**src/rtl/queue_arb.sv**
```systemverilog
`default_nettype none
// ============================================================================
// Module   : queue_arb
// Purpose  : Three-way round-robin arbiter (two writers, one reader) in front
//            of an external queue. One queue operation is in flight at a time;
//            each operation takes IDLE -> WR/RD -> GAP, i.e. three cycles.
//            Occupancy is tracked locally and checked against the queue's
//            non-empty flag.
// Ports    : CLK, RST          clock, synchronous active-high reset
//            REQ0/REQ1, DI0/DI1 write requests and their data
//            ACK0/ACK1          one-cycle write-complete pulses
//            RDREQ, RDACK, RDO  read request, read-complete pulse, read word
//            QPUS/QPOP, QDI     push/pop strobes and write data to the queue
//            QDO, QDF           queue head word and non-empty flag
//            CNT, FULL, EMPTY   occupancy and derived flags
//            ERR                sticky occupancy/queue-flag mismatch
// Revision : 1.0  initial release
// ============================================================================
module queue_arb #(
  parameter int BITSIZE = 8,
  parameter int ADDSIZE = 10
) (
  input  logic               CLK,
  input  logic               RST,
  input  logic               REQ0,
  input  logic               REQ1,
  input  logic [BITSIZE-1:0] DI0,
  input  logic [BITSIZE-1:0] DI1,
  output logic               ACK0,
  output logic               ACK1,
  input  logic               RDREQ,
  output logic               RDACK,
  output logic [BITSIZE-1:0] RDO,
  output logic               QPUS,
  output logic               QPOP,
  output logic [BITSIZE-1:0] QDI,
  input  logic [BITSIZE-1:0] QDO,
  input  logic               QDF,
  output logic [ADDSIZE-1:0] CNT,
  output logic               FULL,
  output logic               EMPTY,
  output logic               ERR
);

  typedef enum logic [1:0] {
    S_IDLE = 2'd0,
    S_WR   = 2'd1,
    S_RD   = 2'd2,
    S_GAP  = 2'd3
  } state_t;

  // Source encoding for the round-robin pointer and the grant record.
  localparam logic [1:0] C_SRC_R0 = 2'd0;
  localparam logic [1:0] C_SRC_R1 = 2'd1;
  localparam logic [1:0] C_SRC_RD = 2'd2;

  localparam logic [ADDSIZE-1:0] C_MAX = '1;
  localparam logic [ADDSIZE-1:0] C_ONE = {{(ADDSIZE-1){1'b0}}, 1'b1};

  state_t             r_state;
  state_t             w_state_nxt;
  logic [1:0]         r_last;     // last granted source
  logic [1:0]         r_gsrc;     // source owning the operation in flight
  logic [BITSIZE-1:0] r_qdi;
  logic [BITSIZE-1:0] r_rdo;
  logic [ADDSIZE-1:0] r_cnt;
  logic [ADDSIZE-1:0] w_cnt_nxt;
  logic               r_full;
  logic               r_empty;
  logic               r_err;

  logic [3:0]         w_elig;     // bit 3 is a constant-zero pad for 2-bit indexing
  logic [1:0]         w_o0;
  logic [1:0]         w_o1;
  logic [1:0]         w_o2;
  logic               w_grant;
  logic [1:0]         w_gsel;

  always_comb begin
    w_state_nxt = r_state;
    w_cnt_nxt   = r_cnt;
    w_grant     = 1'b0;
    w_gsel      = C_SRC_R0;
    w_o0        = C_SRC_R0;
    w_o1        = C_SRC_R1;
    w_o2        = C_SRC_RD;
    w_elig      = {1'b0, RDREQ & ~r_empty, REQ1 & ~r_full, REQ0 & ~r_full};

    // Search order starts at the source after the last granted one.
    case (r_last)
      C_SRC_R0: begin w_o0 = C_SRC_R1; w_o1 = C_SRC_RD; w_o2 = C_SRC_R0; end
      C_SRC_R1: begin w_o0 = C_SRC_RD; w_o1 = C_SRC_R0; w_o2 = C_SRC_R1; end
      default:  begin w_o0 = C_SRC_R0; w_o1 = C_SRC_R1; w_o2 = C_SRC_RD; end
    endcase

    if (w_elig[w_o0]) begin
      w_grant = 1'b1;
      w_gsel  = w_o0;
    end else if (w_elig[w_o1]) begin
      w_grant = 1'b1;
      w_gsel  = w_o1;
    end else if (w_elig[w_o2]) begin
      w_grant = 1'b1;
      w_gsel  = w_o2;
    end

    case (r_state)
      S_IDLE: begin
        if (w_grant) begin
          w_state_nxt = (w_gsel == C_SRC_RD) ? S_RD : S_WR;
        end
      end
      S_WR: begin
        w_state_nxt = S_GAP;
        if (r_cnt != C_MAX) begin
          w_cnt_nxt = r_cnt + C_ONE;
        end
      end
      S_RD: begin
        w_state_nxt = S_GAP;
        if (r_cnt != '0) begin
          w_cnt_nxt = r_cnt - C_ONE;
        end
      end
      default: begin
        w_state_nxt = S_IDLE;
      end
    endcase
  end

  always_ff @(posedge CLK) begin
    if (RST) begin
      r_state <= S_IDLE;
      r_last  <= C_SRC_RD;      // so R0 is searched first
      r_gsrc  <= C_SRC_R0;
      r_qdi   <= '0;
      r_rdo   <= '0;
      r_cnt   <= '0;
      r_full  <= 1'b0;
      r_empty <= 1'b1;
      r_err   <= 1'b0;
    end else begin
      r_state <= w_state_nxt;
      r_cnt   <= w_cnt_nxt;
      r_full  <= (w_cnt_nxt == C_MAX);
      r_empty <= (w_cnt_nxt == '0);

      if (r_state == S_IDLE && w_grant) begin
        r_last <= w_gsel;
        r_gsrc <= w_gsel;
        case (w_gsel)
          C_SRC_R0: r_qdi <= DI0;
          C_SRC_R1: r_qdi <= DI1;
          default:  r_rdo <= QDO;  // head captured before the pop strobe
        endcase
      end

      // Queue flag is only trusted between operations.
      if (r_state == S_IDLE && (QDF != (r_cnt != '0))) begin
        r_err <= 1'b1;
      end
    end
  end

  // Strobes and acks decode straight from the state register, so a reset
  // edge drops them immediately and an aborted operation never acks.
  assign QPUS  = (r_state == S_WR);
  assign QPOP  = (r_state == S_RD);
  assign ACK0  = (r_state == S_GAP) && (r_gsrc == C_SRC_R0);
  assign ACK1  = (r_state == S_GAP) && (r_gsrc == C_SRC_R1);
  assign RDACK = (r_state == S_GAP) && (r_gsrc == C_SRC_RD);
  assign QDI   = r_qdi;
  assign RDO   = r_rdo;
  assign CNT   = r_cnt;
  assign FULL  = r_full;
  assign EMPTY = r_empty;
  assign ERR   = r_err;

endmodule
`default_nettype wire

```
**config.mk**
```make
export PLATFORM = sky130hd
export DESIGN_NAME = queue_arb
export DESIGN_NICKNAME = d
export VERILOG_FILES = /design/src/rtl/queue_arb.sv
export SDC_FILE = /design/constraint.sdc
export NUM_CORES = 1
export LEC_CHECK = 0
export CORE_UTILIZATION = 30
export CTS_CLUSTER_SIZE = 8
export DETAILED_ROUTE_END_ITERATION = 10
export DONT_BUFFER_PORTS = 1
export GPL_TIMING_DRIVEN = 0
export REMOVE_ABC_BUFFERS = 1
export SLEW_MARGIN = 10
export SYNTH_ARGS = -nofsm -noshare
export SYNTH_HDL_FRONTEND = slang
export SYNTH_SLANG_ARGS = --single-unit
```
**constraint.sdc**
```tcl
create_clock -name CLK -period 7 [get_ports CLK]
set_input_delay 1.4 -clock CLK [delete_from_list [all_inputs] [get_ports CLK]]
set_output_delay 1.4 -clock CLK [all_outputs]
set_load 0.02 [all_outputs]
```
==> metrics.md <==
| Metric | Value |
|---|---|
| Final Cycle Share | 42.32% |
| Placed cells | 323 |
| # clock sinks | 34 |
| Most frequent cells after synthesis | nor2_1 (38), dfxtp_1 (34), mux2i_1 (16), a21oi_1 (12) |
| Met1 GRT Util | 17.83% |
| Ranking of synthesized cells by area | dfxtp_1 (32%), mux2i_1 (7.6%), nor2_1 (6.8%) |
| Number of routed nets with antenna violations | 0 |
| Power density cells | 345.8 nW/µm² |
| Comb pwr share | 43.7% |
| Initial Util | 31.03% |
| Vias per cell | 5.600 |
| VDD IR max | 0.1647 mV |
| Die Ht | 85.83 µm |
| Routed len/inst | 15.20 µm |
| CTS resizes | 0 |
| Gpl congestion | 0.8129 |
| # hold bufs at CTS | 0 |
| P_sw | 344.2 µW |
| FF+latch area | 680.7 µm² |
| Cell variety after synth | 60 |
| Total wire length after detailed routing | 5.015 mm |
| CTS clock-pin slew for the worst setup and hold paths | 0.07 ns |
| Max Clock Freq | 337.6 MHz |
| Cells after synthesis | 246 |
| Area leader, netlist | dfxtp_1 |
| Multi-input gate area | 1289 µm² |
| WHS | 0.5276 ns |
| Core ar. | 6794 µm² |
| Clock share of power | 17.5% |
| CTS Buffer Depth | 2 |
| Grt met3 use | 4.524% |
| H-tree depth | 2 |
| DRC viols | 0 |
| Post-synthesis average cell area | 8.570 µm² |
| Share of cells above drive strength 1 | 11.54% |
| Overflow after GRT | 0 |
| Slew @ Worst Pin | 0.7414 ns |
| Fraction of registers with async set/reset | 0% |
| Final Hold Fails | 0 |
| Static Leak | 0.0008431 µW |
| Critical path class | flop to flop |
| Main flop type after synthesis | dfxtp_1 |
| Root buffer cell | clkbuf_8 |
| Met2 GRT Util | 21.67% |
| Worst-Skew Late Latency | 0.28 ns |
| Mapped Area | 2108 µm² |
| Vias post-DR | 1,848 |
| Total of fill cells in the finished design | 719 |
| Overall die width | 85.83 µm |
| Power share of the sequential group | 38.8% |
| Arrival time at the worst endpoint | 3.15 ns |
| CTS tree | done |
| RSZ-0062 raised after global routing | false |
| Largest net degree at the start of global routing | 34 |
| Synth top area share | 32.28% |
| Internal | 417.3 µW |
| Die area | 7367 µm² |
| Synth Register Bits | 34 |
| Number of DRC markers in iteration 0 | 108 |
| # Max-Cap Violations | 0 |
| N_diodes | 0 |
| EDFF count, synth | 0 |
| Post-synthesis sequential area ratio | 32.28% |
| Initial antenna violation count | 0 |
| Post CTS Setup Buffer Count | 0 |
| Tmin final | 2.962 ns |
| Port Buffers | 0 |
| TNS Setup | 0 ns |
| Switching Share | 45.20% |
| Ports | 64 |
| Hpwl dp | 3.662 mm |
| P&R area growth vs syn | 4.451% |
| First-pass GRT wire length | 8.059 mm |
| Hold Path Class | flop to flop |
| Most numerous cell in the Yosys netlist | nor2_1 |
| Worst setup SP type | flop |
| CP Capture Type | flop |
| Most crowded layer after global routing | met2 |
| Ys Warns | 0 |
| Outcome | completed |
| Fin nets | 270 |
| Core Rows | 30 |
| Total GRT Usage | 13.91% |
| Total CTS buffers | 5 |
| First drt pass iteration count | 4 |
| CP required | 7.19 ns |
| Layout Cells excl Fill | 330 |
| Slew HR | 50.47% |
| Max-slew violations | 0 |
| Max FO, Critical Path | 16 |
| Vias in the first global route | 1,691 |
| Skew final | 0.007710 ns |
| Final-report setup violation count | 0 |
final timing paths:
check                  start         to  slack (ns)  depth (start not counted)
setup / recovery  r_state[0]       FULL        4.04                          8
hold / removal     r_last[1]  r_last[1]        0.53                          1
hold reg to reg    r_last[1]  r_last[1]        0.53                          1
setup reg to reg  r_state[0]       FULL        4.04                          8
metrics by stage:
| stage | utilization (%) | worst slack, ns | total power, µW | area (µm²) |
|---|---|---|---|---|
| 6_report | 32.41 | 4.038 | 761.5 | 2202 |
| 2_1_floorplan | - | 3.836 | 554.7 | 1991 |
| 3_5_place_dp | 31.25 | 4.086 | 629.4 | 2123 |
| 4_1_cts | 32.41 | 4.055 | 765.5 | 2202 |
| 5_1_grt | 32.41 | 3.883 | 820.6 | 2202 |
| 3_3_place_gp | 31.07 | 3.409 | 623.6 | 2111 |
registers in the layout (all words and copies together), names as in the netlist:
name	count
FULL	1
r_last	2
CNT	10
QDI	8
r_state	2
EMPTY	1
RDO	8
r_gsrc	1
ERR	1
power groups by stage:
stage	combinational [µW]	sequential [µW]	clock, µW
final	333	296	133
after CTS	331	296	139
after global placement	324	299	0
after detailed placement	330	300	0
after global routing	374	301	146
after floorplan	264	291	0
worst max-delay path, stage by stage, from the launching register on:
cell	delay, ns
dfxtp_1	0.35
inv_1	0.09
ha_1	0.63
inv_2	0.17
or4_1	0.49
o21ai_1	0.21
a22oi_1	0.16
or4_4	0.55
nor4_2	0.22
cell type report:
class | count | share of cell area (%)
timing repair buffer | 1 | 0.3409
sequential | 34 | 30.91
multi-input combinational | 185 | 58.52
clock inverter | 2 | 0.4545
inverter | 7 | 1.193
tap | 96 | 5.455
clock buffer | 5 | 3.125
cells by family after synthesis:
logic type	count (synthesis)	share of synthesized area, %
AOI/OAI and AO/OA	64	22.61
xor gates and xnor gates	1	0.4155
adders and majority gates	6	3.561
buffers and inverters	27	6.825
DFF	34	32.28
muxes	16	7.596
and+or+nand+nor	98	26.71
cell usage in the layout, fill, tap and decap left out, drive strengths merged, types with 2 or more instances in the layout:
cell / netlist / layout
a211o: 2 / 2
a211oi: 10 / 10
a21o: 2 / 2
a21oi: 12 / 12
a22oi: 3 / 3
a311oi: 3 / 3
a31oi: 2 / 2
a32o: 2 / 2
a41o: 2 / 2
a41oi: 2 / 2
and2b: 2 / 2
and3: 3 / 3
and3b: 2 / 2
and4: 3 / 3
clkbuf: 10 / 5
clkinv: 0 / 2
dfxtp: 34 / 34
ha: 6 / 6
inv: 7 / 7
mux2i: 16 / 16
nand2: 10 / 10
nand2b: 3 / 3
nand3: 8 / 8
nand4: 4 / 4
nor2: 38 / 38
nor2b: 4 / 4
nor3: 5 / 5
nor3b: 4 / 4
nor4: 5 / 5
o211ai: 3 / 3
o21ai: 9 / 9
o21ba: 2 / 2
o22ai: 2 / 2
or3: 2 / 2
or4: 3 / 3
routing by layer:
metal / up-vias / routed length [µm]
li1: 886 / -
met1: 865 / 2306
met2: 93 / 2137
met3: 4 / 498
met4: 0 / 72
met5: - / 0
Power figures use the tool's default switching activity.
